$ cat config.mk
export PLATFORM = sky130hd
export DESIGN_NAME = threshold_window_axi_reader
export DESIGN_NICKNAME = d
export VERILOG_FILES = /design/src/rtl/threshold_window_axi_reader.sv
export SDC_FILE = /design/constraint.sdc
export NUM_CORES = 1
export LEC_CHECK = 0
export CORE_AREA = 2 2 232 234
export CTS_CLUSTER_DIAMETER = 60
export DETAILED_ROUTE_END_ITERATION = 16
export DIE_AREA = 0 0 234 236
export PLACE_DENSITY_LB_ADDON = 0.2
export SYNTH_ARGS = -nofsm -noshare
export SYNTH_HDL_FRONTEND = slang
export SYNTH_SLANG_ARGS = --single-unit
$ cat constraint.sdc
create_clock -name clk -period 1.75 [get_ports clk]
set_input_delay 0.4375 -clock clk [delete_from_list [all_inputs] [get_ports clk]]
set_output_delay 0.4375 -clock clk [all_outputs]
set_load 0.03 [all_outputs]
$ cat src/rtl/threshold_window_axi_reader.sv
// AXI4 read initiator for the ThresholdCutter window RAM: one INCR burst per accepted
// window index, streamed downstream with valid/ready/last framing.
module threshold_window_axi_reader #(
  parameter int          WINDOW_DEPTH_INDEX = 7,
  parameter int          WINDOW_DEPTH       = 100,
  parameter int          WINDOW_WIDTH       = 256,
  parameter int          BLOCK_NUM_INDEX    = 4,
  parameter logic [3:0]  AXI_ID             = 4'h0,
  parameter logic [31:0] BASE_ADDR          = 32'h0
) (
  input  logic                          clk,
  input  logic                          rst_n,
  input  logic                          req_valid,
  output logic                          req_ready,
  input  logic [WINDOW_DEPTH_INDEX-1:0] req_win,
  input  logic                          rsta_busy,
  input  logic                          rstb_busy,
  output logic [3:0]                    m_axi_arid,
  output logic [31:0]                   m_axi_araddr,
  output logic [7:0]                    m_axi_arlen,
  output logic [2:0]                    m_axi_arsize,
  output logic [1:0]                    m_axi_arburst,
  output logic                          m_axi_arvalid,
  input  logic                          m_axi_arready,
  input  logic [3:0]                    m_axi_rid,
  input  logic [WINDOW_WIDTH-1:0]       m_axi_rdata,
  input  logic [1:0]                    m_axi_rresp,
  input  logic                          m_axi_rlast,
  input  logic                          m_axi_rvalid,
  output logic                          m_axi_rready,
  output logic [WINDOW_WIDTH-1:0]       out_data,
  output logic                          out_valid,
  input  logic                          out_ready,
  output logic                          out_last,
  output logic [WINDOW_DEPTH_INDEX-1:0] out_win,
  output logic                          busy_o,
  output logic                          err_resp_o,
  output logic                          err_range_o
);

  localparam int                         ADDR_SHIFT = BLOCK_NUM_INDEX + 5;
  localparam logic [31:0]                DEPTH_L    = 32'(WINDOW_DEPTH);
  localparam logic [7:0]                 ARLEN_L    = 8'((1 << BLOCK_NUM_INDEX) - 1);
  localparam logic [BLOCK_NUM_INDEX-1:0] LAST_BEAT  = '1;
  localparam logic [BLOCK_NUM_INDEX-1:0] CNT_ONE    = BLOCK_NUM_INDEX'(1);

  typedef enum logic [1:0] {
    IDLE     = 2'd0,
    WAIT_RAM = 2'd1,
    ADDR     = 2'd2,
    DATA     = 2'd3
  } state_e;

  state_e                          state_q, state_d;
  logic                            req_ready_q, req_ready_d;
  logic                            arvalid_q, arvalid_d;
  logic [31:0]                     araddr_q, araddr_d;
  logic [WINDOW_DEPTH_INDEX-1:0]   out_win_q, out_win_d;
  logic                            busy_q, busy_d;
  logic                            err_resp_q, err_resp_d;
  logic                            err_range_q, err_range_d;
  logic [BLOCK_NUM_INDEX-1:0]      cnt_q, cnt_d;

  logic                            in_data_s;
  logic                            beat_hs_s;
  logic                            at_last_s;
  logic                            beat_bad_s;
  logic [31:0]                     req_win_ext_s;

  assign in_data_s     = (state_q == DATA);
  assign beat_hs_s     = in_data_s && m_axi_rvalid && out_ready;
  assign at_last_s     = (cnt_q == LAST_BEAT);
  assign req_win_ext_s = 32'(req_win);
  assign beat_bad_s    = (m_axi_rresp != 2'b00) || (m_axi_rid != AXI_ID) ||
                         (m_axi_rlast != at_last_s);

  // Data channel is a zero-latency pass-through; framing comes from the beat counter.
  assign out_data      = m_axi_rdata;
  assign out_valid     = in_data_s && m_axi_rvalid;
  assign m_axi_rready  = in_data_s && out_ready;
  assign out_last      = at_last_s && out_valid;

  assign m_axi_arid    = AXI_ID;
  assign m_axi_arlen   = ARLEN_L;
  assign m_axi_arsize  = 3'b101;
  assign m_axi_arburst = 2'b01;
  assign m_axi_araddr  = araddr_q;
  assign m_axi_arvalid = arvalid_q;
  assign req_ready     = req_ready_q;
  assign out_win       = out_win_q;
  assign busy_o        = busy_q;
  assign err_resp_o    = err_resp_q;
  assign err_range_o   = err_range_q;

  // Next-state and next-output computation for the read FSM.
  always_comb begin
    state_d     = state_q;
    arvalid_d   = arvalid_q;
    araddr_d    = araddr_q;
    out_win_d   = out_win_q;
    err_resp_d  = err_resp_q;
    err_range_d = 1'b0;
    cnt_d       = cnt_q;
    case (state_q)
      IDLE: begin
        if (req_valid && req_ready_q) begin
          out_win_d  = req_win;
          err_resp_d = 1'b0;
          if (req_win_ext_s >= DEPTH_L) begin
            err_range_d = 1'b1;
          end else begin
            araddr_d = BASE_ADDR + (req_win_ext_s << ADDR_SHIFT);
            state_d  = WAIT_RAM;
          end
        end else begin
          state_d = IDLE;
        end
      end
      WAIT_RAM: begin
        if (!rsta_busy && !rstb_busy) begin
          state_d   = ADDR;
          arvalid_d = 1'b1;
        end else begin
          state_d = WAIT_RAM;
        end
      end
      ADDR: begin
        if (m_axi_arready) begin
          state_d   = DATA;
          arvalid_d = 1'b0;
        end else begin
          state_d = ADDR;
        end
      end
      DATA: begin
        if (beat_hs_s) begin
          if (beat_bad_s) begin
            err_resp_d = 1'b1;
          end else begin
            err_resp_d = err_resp_q;
          end
          if (at_last_s) begin
            cnt_d   = '0;
            state_d = IDLE;
          end else begin
            cnt_d = cnt_q + CNT_ONE;
          end
        end else begin
          state_d = DATA;
        end
      end
      default: begin
        state_d   = IDLE;
        arvalid_d = 1'b0;
        cnt_d     = '0;
      end
    endcase
    req_ready_d = (state_d == IDLE);
    busy_d      = (state_d != IDLE);
  end

  // State and registered-output flops.
  always_ff @(posedge clk or negedge rst_n) begin
    if (!rst_n) begin
      state_q     <= IDLE;
      req_ready_q <= 1'b0;
      arvalid_q   <= 1'b0;
      araddr_q    <= 32'h0;
      out_win_q   <= '0;
      busy_q      <= 1'b0;
      err_resp_q  <= 1'b0;
      err_range_q <= 1'b0;
      cnt_q       <= '0;
    end else begin
      state_q     <= state_d;
      req_ready_q <= req_ready_d;
      arvalid_q   <= arvalid_d;
      araddr_q    <= araddr_d;
      out_win_q   <= out_win_d;
      busy_q      <= busy_d;
      err_resp_q  <= err_resp_d;
      err_range_q <= err_range_d;
      cnt_q       <= cnt_d;
    end
  end

endmodule

# Yosys cells after proc, flatten, opt, wreduce, memory -nomap -nowiden
# Cells that the tools add are included.
word_totals:
  output_inout_bits: 320
  reg_bits: 25
  in_bits: 278
op_classes:
  n_mux: 18
  eq_ne: 10
  addsub: 1
  n_bitwise: 1
  reduce_logical: 22
  magnitude_cmp: 1
op_table:
  columns: ["operator", "n"]
  rows:
  - ["2-bit two-way mux", 5]
  - ["1-bit two-way mux", 9]
  - ["2-bit one-hot mux with 4 select lines", 1]
  - ["2-bit nonzero test", 4]
  - ["7-bit >= comparator, second input constant", 1]
  - ["1-bit logical AND", 6]
  - ["2-bit inequality test, second input constant", 3]
  - ["3-bit AND reduction", 2]
  - ["4-bit by 1-bit adder with 4-bit output, second input constant", 1]
  - ["2-bit == test, second input constant", 2]
  - ["4-bit == test, second input constant", 1]
  - ["2-bit logical NOT", 2]
  - ["4-bit two-way mux", 1]
  - ["2-bit by 1-bit inequality test with 1-bit output, second input constant", 2]
  - ["1-bit one-hot mux with 2 select lines", 2]
  - ["2-bit AND reduction", 2]
  - ["4-bit AND reduction", 1]
  - ["4-bit nonzero test", 1]
  - ["2-bit by 1-bit == test with 1-bit output, second input constant", 1]
  - ["1-bit logical NOT", 2]
  - ["1-bit logical OR", 2]
  - ["1-bit inequality test", 1]
  - ["1-bit inverter", 1]

# Logic depth before layout (Yosys ltp)
depth:
  word_depth: 6
  mapped_depth: 5

# Worst setup path before layout
# Ideal clock, no wire load.
synth_path:
  path_kind: "register to output"
  start: "register cnt_q[0]"
  end: "output port out_last"
  required_ns: 1.312
  path_stages_with_launch: 4
  path_slack_ns: 0.154
  arrival_ns: 1.159
  path_cell_list: "dfrtp_1 -> ha_1 -> nand3_1 -> nor2_1"
synth_via:
  elab_chain_len: 2
synth_rtl:
  columns: ["element", "line_no", "source"]
  rows:
  - ["from (decl)", "62", "logic [BLOCK_NUM_INDEX-1:0] cnt_q, cnt_d;"]
  - ["from (signal assigned)", "183", "cnt_q <= cnt_d;"]
  - ["4-bit == test", "72", "assign at_last_s = (cnt_q == LAST_BEAT);"]
  - ["1-bit logical AND", "81", "assign out_last = at_last_s && out_valid;"]
  - ["to (decl)", "34", "output logic out_last,"]
# No other way between the ends.

# Final worst setup path
layout_path:
  start: "input port m_axi_rvalid"
  end: "output port out_last"
layout_via:
  elab_chain_len: 2
layout_rtl:
  columns: ["element", "line_no", "source"]
  rows:
  - ["from (decl)", "29", "input logic m_axi_rvalid,"]
  - ["1-bit logical AND", "79", "assign out_valid = in_data_s && m_axi_rvalid;"]
  - ["1-bit logical AND", "81", null]
# No other way between the ends.

==> impl_metrics.yaml <==
status:
  status: "complete, no violations"
drt:
  wl_per_cell_um: 12.0
  wirelength_um: 10700
  vias_per_cell: 1.60
  drc: 0
  ant_nets: 0
  drt_iter0_drc: 31
  vias: 1428
  first_pass_iters: 4
synthesis:
  syn_area_per_cell_um2: 8.59
  synth_seq_area_share: 0.187
  async_flop_share: 1.00
  ys_seq_elements: 25
  syn_inst: 390
  yosys_warnings: 0
  synth_enable_flop_cells: 0
  syn_area_mm2: 0.00335
  synth_cell_types: 32
  synth_ff_type: "dfrtp_1"
finish:
  syn_to_final_growth_pct: -14.9
  drive_gt1_frac: 0.303
  nets: 478
  layout_common_cells: "42 x conb_1, 31 x buf_4, 25 x dfrtp_1, 20 x clkdlybuf4s50_1"
  final_common_cell: "conb_1"
  n_antenna_cell: 0
die:
  initial_core_util: 0.0631
  die_w_um: 234
  rows: 85
  die_h_um: 236
  core_mm2: 0.0531
  die_area_mm2: 0.0552
  io_pins: 598
sta:
  fin_tns_setup_ns: 0
  setup_viol: 0
  drv_slew: 0
  finalCriticalPeriod_ns: 1.74
  hold_slack_ns: 0.511
  timing_hold_violations_final: 0
  fin_ws_ns: 0.0127
  skew_ns: 0.00765
  fmaxAchievable_mhz: 576
  fin_crit_sh: 0.993
  rsz0062_at_grt: "yes"
clock_network:
  cts_buffer_depth: 2
  htree_levels: 1
  root_buffer: "clkbuf_16"
  insertion_delay_ns: 0.28
  holdBufCountCts: 0
  cts_tree: "done"
  clock-sinks: 25
  clk_pin_slew_ns: 0.08
  cts_made_buffers: 3
placement:
  io_buffers: 43
  place.gp.congestion: 0.553
  dp_hpwl_um: 8970
  pre_cts_slack_ns: -0.320
global_route:
  grt_pass1_wl_um: 13300
  grt_max_degree: 26
  grt_pass1_vias: 1551
  antenna_found_initial: 0
  grt_overflow: 0
  grt_usage: 0.0366
worst_setup_path:
  cp-end-kind: "output pin"
  cp.required_ns: 1.31
  critPathBufInv: 2
  start_kind: "primary input"
  critical_path.cell_chain: "clkdlybuf4s50_1 -> nand3_2 -> nor2_4 -> buf_12"
  crit_type: "primary input to output pin"
  cp.arrival_ns: 1.30
  cpLargestDelayFamily: "buffers and inverters"
  r2r_slack_ns: 0.24
  max_stage_delay_ns: 0.50
  critPathMaxFanout: 2
  slowest_stage: "clkdlybuf4s50_1"
run:
  max_cap_violations: 0
power_and_ir_drop:
  ir_worst_vdd_uv: 264
  pwr_density_cell_mw_per_mm2: 933
  p_leak_uw: 0.00101
hold_path:
  hold_class: "primary input to asynchronous set/reset pin"
==> sequential cells by signal, indices dropped and copies added (netlist names) <==
name,flops
m_axi_araddr,7
out_win,7
cnt_q,4
state_q,2
busy_o,1
err_range_o,1
err_resp_o,1
m_axi_arvalid,1
req_ready,1
==> Yosys cell counts, drive strengths merged (2+ instances only) <==
cell     number  share of area
dfrtp        25           0.19
mux2         12          0.046
a41oi         2         0.0052
a21oi         2         0.0030
inv           3         0.0034
nand2         8          0.011
buf         301           0.68
nand3         4         0.0060
nor3          2         0.0030
o21ai         2         0.0030
a2bb2oi       2         0.0052
nor2         10          0.011
conb          2         0.0022
==> repair_timing <==
| action | CTS | global route |
|---|---|---|
| endpoints found under the setup margin | 10 | 9 |
| gates resized for setup | 11 | 6 |
| pin swaps | 0 | 1 |
| setup buffers | 0 | 4 |
==> power breakdown <==
| group | switching (uW) | leakage [uW] | internal, uW |
|---|---|---|---|
| Combinational | 689 | 0.000677 | 483 |
| Sequential | 149 | 0.000297 | 763 |
| Clock | 261 | 0.0000382 | 314 |
| Total | 1100 | 0.00101 | 1560 |
==> per-layer routing <==
metal  vias up  track usage  share of wire  wire length (um)
met5         -            0              0                 0
li1        498            -              -                 -
met3       105       0.0306           0.19              2060
met2       282       0.0501           0.42              4460
met1       543       0.0307           0.29              3090
met4         0       0.0409           0.10              1130
==> cells by family (layout without fill, tap and decap cells) <==
kind of cell / after synthesis / after routing / synth area share
flip-flops: 25 / 25 / 0.187
adder cells (fa/ha/maj): 1 / 1 / 0.00374
XOR/XNOR: 2 / 2 / 0.00523
multiplexers: 12 / 12 / 0.0460
other: 2 / 42 / 0.00224
AO/OA/AOI/OAI: 13 / 13 / 0.0310
buffers and inverters: 305 / 73 / 0.680
AND/OR/NAND/NOR: 30 / 30 / 0.0452
==> worst paths after layout <==
path                                              from                      endpoint  cells past startpoint
worst max-delay path                      m_axi_rvalid                      out_last                      4
worst min-delay path                             rst_n        out_win[1]$_DFFE_PN0P_                      2
worst max register to register    state_q[1]$_DFF_PN0_  m_axi_araddr[11]$_DFFE_PN0P_                      4
worst min register to register  out_win[1]$_DFFE_PN0P_        out_win[1]$_DFFE_PN0P_                      1
max in group asynchronous                        rst_n   m_axi_araddr[9]$_DFFE_PN0P_                      2
min in group clk                out_win[1]$_DFFE_PN0P_        out_win[1]$_DFFE_PN0P_                      1
==> layout make-up <==
class | instances | area, um2
Fill cell | 6200 | 50200
Tap cell | 696 | 871
Multi-Input combinational cell | 100 | 632
Timing Repair Buffer | 66 | 632
Sequential cell | 25 | 626
Clock buffer | 4 | 78.8
Inverter | 3 | 11.3
==> metrics by stage <==
step | instances | total power, uW | area [um2] | util
CTS | 890 | 2710 | 2790 | 0.0526
finish | 894 | 2660 | 2850 | 0.0537
global placement | 886 | 2100 | 2720 | 0.0512
floorplan | 430 | 2710 | 3500 | -
detailed placement | 886 | 2100 | 2720 | 0.0512
global route | 894 | 2870 | 2850 | 0.0537
Power figures use the tool's default switching activity.
